`src/rtl/uart_tx_framer.sv`:
```
// UART transmit framer: 8N1 serial frames, or 8E1 when UART_TX_PARITY_EN is defined.
// Also holds the low seven bits of the last completed byte for the hex-display decoder.
module uart_tx_framer #(
    parameter int unsigned CLKS_PER_BIT = 434
) (
    input  logic       clock,
    input  logic       reset,
    input  logic [7:0] tx_data,
    input  logic       tx_start,
    output logic       tx,
    output logic       tx_busy,
    output logic       tx_done,
    output logic [6:0] disp_data
);

    localparam int unsigned CNT_W  = 16;
    localparam int unsigned IDX_W  = 3;
    localparam int unsigned BYTE_W = 8;
    localparam int unsigned DISP_W = 7;

`ifdef UART_TX_PARITY_EN
    typedef enum logic [2:0] {IDLE, START, DATA, PARITY, STOP} state_t;
`else
    typedef enum logic [2:0] {IDLE, START, DATA, STOP} state_t;
`endif

    state_t              state;
    logic [CNT_W-1:0]    bit_cnt;
    logic [IDX_W-1:0]    bit_idx;
    logic [BYTE_W-1:0]   shift_reg;
    logic [DISP_W-1:0]   held;
`ifdef UART_TX_PARITY_EN
    logic                parity;
`endif

    logic bit_end;
    assign bit_end = (bit_cnt == CNT_W'(CLKS_PER_BIT - 1));

    // Single registered FSM; every bit period is CLKS_PER_BIT cycles.
    always_ff @(posedge clock) begin
        if (reset) begin
            state     <= IDLE;
            bit_cnt   <= '0;
            bit_idx   <= '0;
            shift_reg <= '0;
            held      <= '0;
            tx        <= 1'b1;
            tx_busy   <= 1'b0;
            tx_done   <= 1'b0;
            disp_data <= '0;
`ifdef UART_TX_PARITY_EN
            parity    <= 1'b0;
`endif
        end else begin
            tx_done <= 1'b0;
            case (state)
                IDLE: begin
                    if (tx_start) begin
                        shift_reg <= tx_data;
                        held      <= tx_data[6:0];
`ifdef UART_TX_PARITY_EN
                        parity    <= ^tx_data;
`endif
                        bit_cnt   <= '0;
                        bit_idx   <= '0;
                        tx        <= 1'b0;
                        tx_busy   <= 1'b1;
                        state     <= START;
                    end
                end
                START: begin
                    if (bit_end) begin
                        bit_cnt <= '0;
                        tx      <= shift_reg[0];
                        state   <= DATA;
                    end else begin
                        bit_cnt <= bit_cnt + CNT_W'(1);
                    end
                end
                DATA: begin
                    if (bit_end) begin
                        bit_cnt <= '0;
                        if (bit_idx == IDX_W'(7)) begin
`ifdef UART_TX_PARITY_EN
                            tx    <= parity;
                            state <= PARITY;
`else
                            tx    <= 1'b1;
                            state <= STOP;
`endif
                        end else begin
                            // Next bit is presented from bit 1 while the register shifts down.
                            bit_idx   <= bit_idx + IDX_W'(1);
                            tx        <= shift_reg[1];
                            shift_reg <= {1'b0, shift_reg[7:1]};
                        end
                    end else begin
                        bit_cnt <= bit_cnt + CNT_W'(1);
                    end
                end
`ifdef UART_TX_PARITY_EN
                PARITY: begin
                    if (bit_end) begin
                        bit_cnt <= '0;
                        tx      <= 1'b1;
                        state   <= STOP;
                    end else begin
                        bit_cnt <= bit_cnt + CNT_W'(1);
                    end
                end
`endif
                STOP: begin
                    if (bit_end) begin
                        bit_cnt   <= '0;
                        tx_done   <= 1'b1;
                        tx_busy   <= 1'b0;
                        disp_data <= held;
                        state     <= IDLE;
                    end else begin
                        bit_cnt <= bit_cnt + CNT_W'(1);
                    end
                end
                default: begin
                    tx      <= 1'b1;
                    tx_busy <= 1'b0;
                    state   <= IDLE;
                end
            endcase
        end
    end

endmodule

```
`config.mk`:
```
export PLATFORM = sky130hd
export DESIGN_NAME = uart_tx_framer
export DESIGN_NICKNAME = d
export VERILOG_FILES = /design/src/rtl/uart_tx_framer.sv
export SDC_FILE = /design/constraint.sdc
export NUM_CORES = 1
export LEC_CHECK = 0
export BUFFER_PORTS_ARGS = -buffer_cell sky130_fd_sc_hd__clkbuf_2
export CAP_MARGIN = 30
export CORE_MARGIN = 5
export CORE_UTILIZATION = 54
export DETAILED_ROUTE_END_ITERATION = 8
export PLACE_DENSITY = 0.8
export SLEW_MARGIN = 5
export SYNTH_ARGS = -nofsm -noshare
export SYNTH_HDL_FRONTEND = slang
export SYNTH_SLANG_ARGS = --single-unit
```
`constraint.sdc`:
```
create_clock -name clock -period 3.2 [get_ports clock]
set_input_delay 0.64 -clock clock [delete_from_list [all_inputs] [get_ports clock]]
set_output_delay 0.64 -clock clock [all_outputs]
set_load 0.1 [all_outputs]
```
==> flow_metrics.tcl <==
set metrics [dict create \
    status "finished clean" \
    fillers 343 \
    layout_commonest_cell "dfxtp_1" \
    rows 23 \
    multiInputGateArea_mm2 0.001291 \
    wl_per_cell_um 15.76 \
    ys_seq_elements 46 \
    path_class "reg -> reg" \
    max_freq_mhz 415.4 \
    min_path_cells 2 \
    start_util_pct 56.58 \
    num_io_pins 21 \
    coreArea_mm2 0.004058 \
    clkPwrFrac_pct 22.4 \
    yosysWarnings 0 \
    finalWirelength_um 5122 \
    cts_resized 0 \
    cts_tree "yes" \
    setup_tns_ns 0 \
    ctsLongestPathBuffers 2 \
    grt_max_degree 48 \
    syn2layout_area_growth_pct 10.90 \
    holdBufCountCts 0 \
    syn-instance-count 255 \
    rsz0062_at_grt "no" \
    p_leak_nw 0.9185 \
    cts_max_level 2 \
    clock-root-buffer "clkbuf_8" \
    finalSetupViolCount 0 \
    syn_area_per_cell_um2 9.004 \
    largest_reg_flops 16 \
    drv_cap 0 \
    grt_pass1_wl_um 8252 \
    power_density_mw_per_mm2 754.3 \
    synth_area_mm2 0.002296 \
    die-area_mm2 0.005656 \
    fp.dieW_um 75.21 \
    drtPass1Iterations 4 \
    period_share_pct 75.22 \
    fin_skew_ns 0.003757 \
    drc_errors 0 \
    syn_nets 275 \
    final-seq-area_um2 920.9 \
    ant_nets 0 \
    swShare_pct 40.51 \
    hold_class "reg -> reg" \
    worstMarginPinSlew_ns 0.8984 \
    gp_congestion 0.8342 \
    synth.distinct_cells 44 \
    sequentialPowerShare_pct 37.1 \
    max_slew_margin_pct 39.89 \
    io_buffers 20 \
    cp_max_fo 14 \
    power.switching_mw 0.7780 \
    p_comb_share_pct 40.6 \
    crit_arrival_ns 2.59 \
    totalPowerFinal_mw 1.921 \
    mostFrequentLayoutCells "dfxtp_1, a21oi_1, nand2_1" \
    cts_setup_buffers 0 \
    crit_required_ns 3.38 \
    grt-ovfl-total 0 \
    antenna_cells 0 \
    clk_latency_ns 0.30 \
    maxSlewViolCount 0 \
    grt_pass1_vias 1756 \
    ys_seq_area_share_pct 40.11 \
    vias_per_cell 6.068 \
    clkTransAtPathRegs_ns 0.08 \
    intPower_mw 1.143 \
    nets 294 \
    hold_violations 0 \
    drt_iter0_drc 119 \
    antenna_found_initial 0 \
    worstSetupEndpointType "register" \
    cts_sinks 46 \
    setup.worst_path.start_class "register" \
    cts_made_buffers 5 \
    fp.dieH_um 75.21 \
    period_minus_slack_ns 2.407 \
    grt_usage_pct 18.86 \
    ir_drop_uv 305.6 \
    reg2reg_depth 6 \
    vias 1972 \
    dp_hpwl_um 3596 \
    drive_above_1_share_pct 18.55 \
]
-- power by group through the flow --
stage               logic, mW  clock network [mW]  registers [mW]
global route            0.842               0.468           0.722
global placement        0.747                   0           0.722
finish                  0.779               0.430           0.712
CTS                     0.770               0.438           0.713
floorplan               0.520                   0           0.800
detailed placement      0.766                   0           0.725
-- cell families after synthesis --
logic type      synth area share [%]
flops                          40.11
buf+inv                        3.651
simple gates                   20.16
mux                            6.103
fa+ha+maj                      4.905
compound gates                 25.07
-- path summary, 6_finish.rpt --
check,startpoint,endpoint,slack [ns]
worst max-delay path,bit_cnt[0],bit_cnt[10],0.79
worst min-delay path,held[3],held[3],0.46
worst max register to register,bit_cnt[0],bit_cnt[10],0.79
worst min register to register,held[3],held[3],0.46
-- area by class of cell --
type | instances | share of cell area, %
Multi-Input combinational cell | 191 | 50.71
Timing Repair Buffer | 23 | 5.307
Clock inverter | 2 | 1.474
Clock buffer | 6 | 2.850
Inverter | 7 | 1.032
Sequential cell | 46 | 36.17
Tap cell | 50 | 2.457
-- layer usage --
metal  part of all wire [%]  vias up  track usage, %
met2                     47       52           29.21
met5                      0        -               0
met1                     47      940           26.07
li1                       -      972               -
met3                    4.7        8           4.673
met4                    1.0        0           5.631
-- critical path: stages (launching register included) --
cell and delay (ns):
dfxtp_1 0.42, ha_1 0.16, or3b_2 0.48, nor4_1 0.52
nor2_1 0.37, a21oi_1 0.24, a211oi_1 0.09
-- cells in the mapped netlist, drive strengths merged --
cell type / n / area (µm²)
or3b: 1 / 8.760
ha: 9 / 112.6
mux2i: 14 / 140.1
nor2: 29 / 143.9
o211a: 1 / 10.01
and3: 4 / 26.28
a21o: 4 / 30.03
nor3: 3 / 15.01
nand3: 6 / 30.03
o31ai: 1 / 7.510
nand4b: 1 / 8.760
a211oi: 12 / 125.1
o211ai: 1 / 7.510
nor3b: 1 / 7.510
o21ai: 16 / 91.34
o21a: 1 / 15.01
nand2: 27 / 101.4
a31oi: 5 / 31.28
inv: 7 / 26.28
nand3b: 1 / 7.510
nor4: 2 / 27.53
nand4: 3 / 18.77
buf: 4 / 31.27
a311oi: 8 / 70.07
clkbuf: 7 / 26.28
a21oi: 31 / 162.7
and2: 1 / 6.260
or3: 3 / 18.77
nand2b: 1 / 6.260
or4: 2 / 22.52
o41ai: 2 / 25.03
or4b: 1 / 13.76
dfxtp: 46 / 920.9
-- metrics by stage --
step	hold WS, ns	area [µm²]	worst slack, ns	instances	utilization, %
after floorplan	0.4360	2296	0.9649	255	-
after global placement	0.4430	2416	0.8689	316	59.54
after detailed placement	0.4504	2416	0.8188	316	59.54
after CTS	0.4618	2526	0.8099	324	62.26
after global routing	0.4848	2546	0.6411	325	62.75
final	0.4580	2546	0.7929	325	62.75
No activity file was read; power rests on OpenSTA's default activity.
